File: config.mk
export PLATFORM = sky130hd
export DESIGN_NAME = pc_fetch_unit
export DESIGN_NICKNAME = d
export VERILOG_FILES = /design/src/rtl/pc_fetch_unit.sv
export SDC_FILE = /design/constraint.sdc
export NUM_CORES = 1
export LEC_CHECK = 0
export ABC_AREA = 1
export CORE_UTILIZATION = 50
export CTS_CLUSTER_DIAMETER = 50
export CTS_CLUSTER_SIZE = 20
export DETAILED_ROUTE_END_ITERATION = 6
export GPL_TIMING_DRIVEN = 0
export PLACE_DENSITY = 0.73
export SKIP_LAST_GASP = 1
export SLEW_MARGIN = 20
export SYNTH_ARGS = -nofsm -noshare
export SYNTH_HDL_FRONTEND = slang
export SYNTH_SLANG_ARGS = --single-unit
File: constraint.sdc
create_clock -name clk -period 2.5 [get_ports clk]
set_input_delay 0.25 -clock clk [delete_from_list [all_inputs] [get_ports clk]]
set_output_delay 0.25 -clock clk [all_outputs]
set_load 0.01 [all_outputs]
File: src/rtl/pc_fetch_unit.sv
// Program counter and fetch sequencer: increment, jump, branch, call, return, run/halt control.
// Latency: a redirect presented in cycle N appears on pc after the edge that ends cycle N. There is no delay slot.
// Backpressure: stall freezes pc, stack and counter. halt_req and start-in-RUN are ignored while stalled.
module pc_fetch_unit #(
  parameter int D        = 10,
  parameter int RS_DEPTH = 4,
  parameter int LAST_PC  = 1023
) (
  input  logic         clk,
  input  logic         reset,
  input  logic         start,
  input  logic         stall,
  input  logic [D-1:0] target,
  input  logic         jump_en,
  input  logic         branch_en,
  input  logic         branch_cond,
  input  logic         call_en,
  input  logic         ret_en,
  input  logic         halt_req,
  output logic [D-1:0] pc,
  output logic         running,
  output logic         done,
  output logic         rs_err,
  output logic [15:0]  instr_count
);

  typedef enum logic [1:0] {
    S_IDLE   = 2'd0,
    S_RUN    = 2'd1,
    S_HALTED = 2'd2
  } state_t;

  // The stack pointer needs one extra bit so that it can represent "full" (RS_DEPTH) separately from "empty" (0).
  localparam int IW = $clog2(RS_DEPTH);
  localparam int SPW = IW + 1;
  localparam logic [D-1:0]   LAST    = D'(LAST_PC);
  localparam logic [D-1:0]   PC_ONE  = D'(1);
  localparam logic [SPW-1:0] SP_ONE  = SPW'(1);
  localparam logic [SPW-1:0] SP_FULL = SPW'(RS_DEPTH);
  localparam logic [IW-1:0]  IDX_ONE = IW'(1);

  state_t         state_q, state_d;
  logic [D-1:0]   pc_q, pc_d;
  logic [15:0]    cnt_q, cnt_d;
  logic           err_q, err_d;
  logic [SPW-1:0] sp_q, sp_d;
  logic [D-1:0]   stack_q [RS_DEPTH];

  logic [D-1:0]   pc_inc;
  logic [D-1:0]   nxt_pc;
  logic           seq_sel;
  logic           push_en;
  logic           stk_empty;
  logic           stk_full;
  logic [IW-1:0]  push_idx;
  logic [IW-1:0]  top_idx;

  // pc+1 wraps modulo 2^D. The same value is used as the return address pushed by a call.
  assign pc_inc    = pc_q + PC_ONE;
  assign stk_empty = (sp_q == '0);
  assign stk_full  = (sp_q == SP_FULL);
  assign push_idx  = sp_q[IW-1:0];
  assign top_idx   = push_idx - IDX_ONE;

  // Next-state logic: run/halt control, and next-PC selection by fixed priority.
  always_comb begin
    state_d = state_q;
    pc_d    = pc_q;
    cnt_d   = cnt_q;
    err_d   = err_q;
    sp_d    = sp_q;
    push_en = 1'b0;
    nxt_pc  = pc_inc;
    seq_sel = 1'b0;
    case (state_q)
      S_IDLE: begin
        pc_d = '0;
        if (start) begin
          state_d = S_RUN;
          cnt_d   = '0;
          err_d   = 1'b0;
          sp_d    = '0;
        end
      end
      S_RUN: begin
        if (!stall) begin
          if (cnt_q != 16'hFFFF) cnt_d = cnt_q + 16'd1;
          if (halt_req) begin
            state_d = S_HALTED;
          end else begin
            if (ret_en) begin
              if (!stk_empty) begin
                nxt_pc = stack_q[top_idx];
                sp_d   = sp_q - SP_ONE;
              end else begin
                err_d   = 1'b1;
                seq_sel = 1'b1;
              end
            end else if (call_en) begin
              nxt_pc = target;
              if (!stk_full) begin
                push_en = 1'b1;
                sp_d    = sp_q + SP_ONE;
              end else begin
                err_d = 1'b1;
              end
            end else if (jump_en || (branch_en && branch_cond)) begin
              nxt_pc = target;
            end else begin
              seq_sel = 1'b1;
            end
            // Falling off the end of the program halts instead of wrapping. Redirects taken at LAST_PC are unaffected.
            if (seq_sel && (pc_q == LAST)) state_d = S_HALTED;
            else                           pc_d    = nxt_pc;
          end
        end
      end
      S_HALTED: begin
        if (start) begin
          state_d = S_RUN;
          pc_d    = '0;
          cnt_d   = '0;
          err_d   = 1'b0;
          sp_d    = '0;
        end
      end
      default: state_d = S_IDLE;
    endcase
  end

  // State register with asynchronous reset.
  always_ff @(posedge clk or posedge reset) begin
    if (reset) begin
      state_q <= S_IDLE;
      pc_q    <= '0;
      cnt_q   <= '0;
      err_q   <= 1'b0;
      sp_q    <= '0;
    end else begin
      state_q <= state_d;
      pc_q    <= pc_d;
      cnt_q   <= cnt_d;
      err_q   <= err_d;
      sp_q    <= sp_d;
    end
  end

  // The return-stack storage has no reset. Entries above the stack pointer are never read.
  always_ff @(posedge clk) begin
    if (push_en) stack_q[push_idx] <= pc_inc;
  end

  assign pc          = pc_q;
  assign running     = (state_q == S_RUN);
  assign done        = (state_q == S_HALTED);
  assign rs_err      = err_q;
  assign instr_count = cnt_q;

endmodule
==> flow_summary.json <==
{
  "vias": 3430,
  "cp.required_ns": 2.48,
  "synth.top_cell.area_share_pct": 29.6,
  "io_pins": 49,
  "drt-wirelength-per-cell_um": 14.6,
  "cp_max_fo": 11,
  "rr_startpoint": "sp_q[0]$_DFFE_PP0P_",
  "fmax_mhz": 419,
  "multi_input_area_um2": 1760,
  "drc": 0,
  "peakVddDrop_mv": 0.359,
  "period_needed_ns": 2.39,
  "outcome": "complete, no violations",
  "wirelength_mm": 9.58,
  "synth_compound_area_share_pct": 9.74,
  "num_rows": 32,
  "synth_warnings": 0,
  "cp_top_family": "simple AND/OR/NAND/NOR gates",
  "vias_per_cell": 5.22,
  "drive_gt1_share_pct": 11.2,
  "path_buf_inv": 3,
  "reg2reg_depth": 6,
  "fin_tns_setup_ns": 0,
  "post-dp-hpwl_mm": 7.15,
  "die_area_um2": 8480,
  "synthXorXnorAreaFrac_pct": 2.16,
  "post-route-period-util_pct": 95.5,
  "grt_max_degree": 33,
  "htree_num_levels": 3,
  "clock_path_buffers": 2,
  "core_area_um2": 7810,
  "synth-simple-area-share_pct": 28.6,
  "area_delta_synth_final_pct": 20.8,
  "ys.flop_type": "edfxtp_1",
  "gr-usage-all-layers_pct": 24.1,
  "slew_headroom_pct": 53.9,
  "cts_made_buffers": 9,
  "firstDrtPassIters": 5,
  "startpoint_type": "flop",
  "cp_cell_sequence": "inv_2, clkbuf_4, ha_1, inv_1, o211ai_1, nor2_2",
  "insertion_delay_ns": 0.34,
  "critPathKind": "reg2reg",
  "synthAdderAreaFrac_pct": 2.34,
  "setup_slack_ns": 0.113,
  "fillers": 671,
  "hold_path.class": "in2async",
  "grt_pass1_wl_mm": 15.5,
  "cts_tree": "done",
  "synth_cell_type_count": 39,
  "post-synth-top-area-cell": "edfxtp_1",
  "slowest_delay_ns": 0.55,
  "synth_area_leaders": "edfxtp_1 30%, dfrtp_1 20%, nand2_1 13%",
  "maxSlewViolCount": 0,
  "netlist_area_um2": 4060,
  "fin_area_um2": 4900,
  "numClockSinks": 72,
  "clk_pin_slew_ns": 0.08,
  "synth-edff-count": 40,
  "maxCapViolations": 0,
  "setup_viol_count_final": 0,
  "p_leak_nw": 2.10,
  "grt_pass1_vias": 3187,
  "worstReg2RegEnd": "stack_q[0][3]$_DFFE_PP_",
  "overflow": 0,
  "syn-num-nets": 516,
  "synth.most_common_cell": "nand2_1",
  "nets": 577,
  "synth_top_family_by_area": "simple AND/OR/NAND/NOR gates",
  "yosysSeqAreaShare_pct": 49.3,
  "fp.dieW_um": 92.1,
  "seqCellArea_um2": 2000,
  "syn_inst": 489,
  "port_buffers": 48,
  "endpoint_kind": "flop",
  "ant_nets": 0,
  "final_core_util_pct": 62.8,
  "synthArstFlopShare_pct": 44.4,
  "arrival_ns": 2.37,
  "reg2reg_slack_ns": 0.11,
  "place_area_um2": 4670,
  "synth_seq_cells": 72,
  "initial_core_util_pct": 52.0,
  "tightest_slew_ns": 0.691,
  "startpoint": "sp_q[0]$_DFFE_PP0P_",
  "place_ws_ns": -0.125,
  "hold_viol_final": 0,
  "synth.avg_cell_area_um2": 8.30,
  "skew_ns": 0.00933,
  "cts_root_buf": "clkbuf_8",
  "synthTopCellsByCount": "142 x nand2_1, 50 x inv_1, 45 x nand3_1, 40 x edfxtp_1, 40 x nor2_1",
  "drt_iter0_markers": 253,
  "rsz0062_at_grt": "yes",
  "antenna_found_initial": 0,
  "die_y_um": 92.1,
  "gp_congestion": 0.940,
  "ctsHoldBuffers": 0,
  "insertedDiodeCount": 0,
  "crit_path_top_delay_cell": "nor2_2",
  "p_per_area_nw_per_um2": 952,
  "yosys-mux-area-fraction_pct": 0
}
sequential cells by signal, indices dropped and copies added (netlist names):
signal	flops
rs_err	1
stack_q	40
sp_q	3
instr_count	16
state_q	2
pc	10
report_power, final:
part	internal [mW]	switching, mW	total, mW	leakage (nW)
clock	0.487	0.432	0.919	0.0993
sequential	1.45	0.144	1.59	0.794
combinational	0.791	1.36	2.15	1.21
total	2.73	1.94	4.66	2.10
worst max-delay path by stage:
stage                               to  slack, ns  cells past startpoint
6_report       stack_q[0][3]$_DFFE_PP_       0.11                      6
5_1_grt        stack_q[0][9]$_DFFE_PP_      -0.05                      6
4_1_cts        stack_q[0][3]$_DFFE_PP_      -0.15                      6
3_5_place_dp   stack_q[0][3]$_DFFE_PP_      -0.12                      6
3_3_place_gp   stack_q[3][7]$_DFFE_PP_      -0.12                      6
2_1_floorplan  stack_q[2][0]$_DFFE_PP_       0.47                      6
worst register-to-register path: stages (launching register included):
cell and delay (ns):
dfrtp_1 0.52, inv_2 0.10, clkbuf_4 0.22, ha_1 0.26, inv_1 0.15, o211ai_1 0.22
nor2_2 0.55
layer usage:
metal / wire [µm] / up-vias / share of wire, % / global-route usage [%]
met2: 4900 / 87 / 51 / 41.8
met4: 207 / 0 / 2.2 / 10.2
met3: 433 / 17 / 4.5 / 3.23
li1: - / 1729 / - / -
met1: 4040 / 1597 / 42 / 30.3
met5: 0 / - / 0 / 0
cells by family (layout without fill, tap and decap cells):
| family | after synthesis | after routing |
|---|---|---|
| xor+xnor | 10 | 10 |
| simple gates | 258 | 258 |
| fa+ha+maj | 7 | 7 |
| buf+inv | 71 | 137 |
| flops | 72 | 72 |
| compound gates | 71 | 71 |
repair_timing:
action / CTS / global route
endpoints found under the setup margin: 40 / 52
resized for setup: 0 / 9
buffers inserted: 0 / 2
pin swaps: 0 / 1
placed cells by master, fill, tap and decap left out, types with 7 or more instances in the layout:
cell,count
a21oi_1,11
clkbuf_8,10
clkdlybuf4s50_1,48
dfrtp_1,32
edfxtp_1,40
inv_1,48
inv_2,7
nand2_1,142
nand3_1,45
nand4_1,7
nor2_1,36
nor2_2,8
o21ai_0,35
o21ai_1,10
xor2_1,8
per-stage QoR:
| stage | hold WS, ns | power [mW] | std cells |
|---|---|---|---|
| after detailed placement | 0.528 | 3.70 | 639 |
| final | 0.325 | 4.66 | 657 |
| after floorplan | 0.366 | 2.99 | 489 |
| after global placement | 0.520 | 3.67 | 639 |
| after CTS | 0.354 | 4.62 | 655 |
| after global routing | 0.413 | 4.98 | 657 |
cell type report:
cell class / count / share of cell area [%]
clock buffers: 11 / 2.89
repair buffers: 50 / 10.1
plain buffers: 14 / 2.12
clock inverters: 5 / 1.15
well taps: 102 / 2.60
flip-flops and latches: 72 / 40.9
multi-input cells: 346 / 35.9
inverters: 57 / 4.42
(Power assumes the default switching activity.)
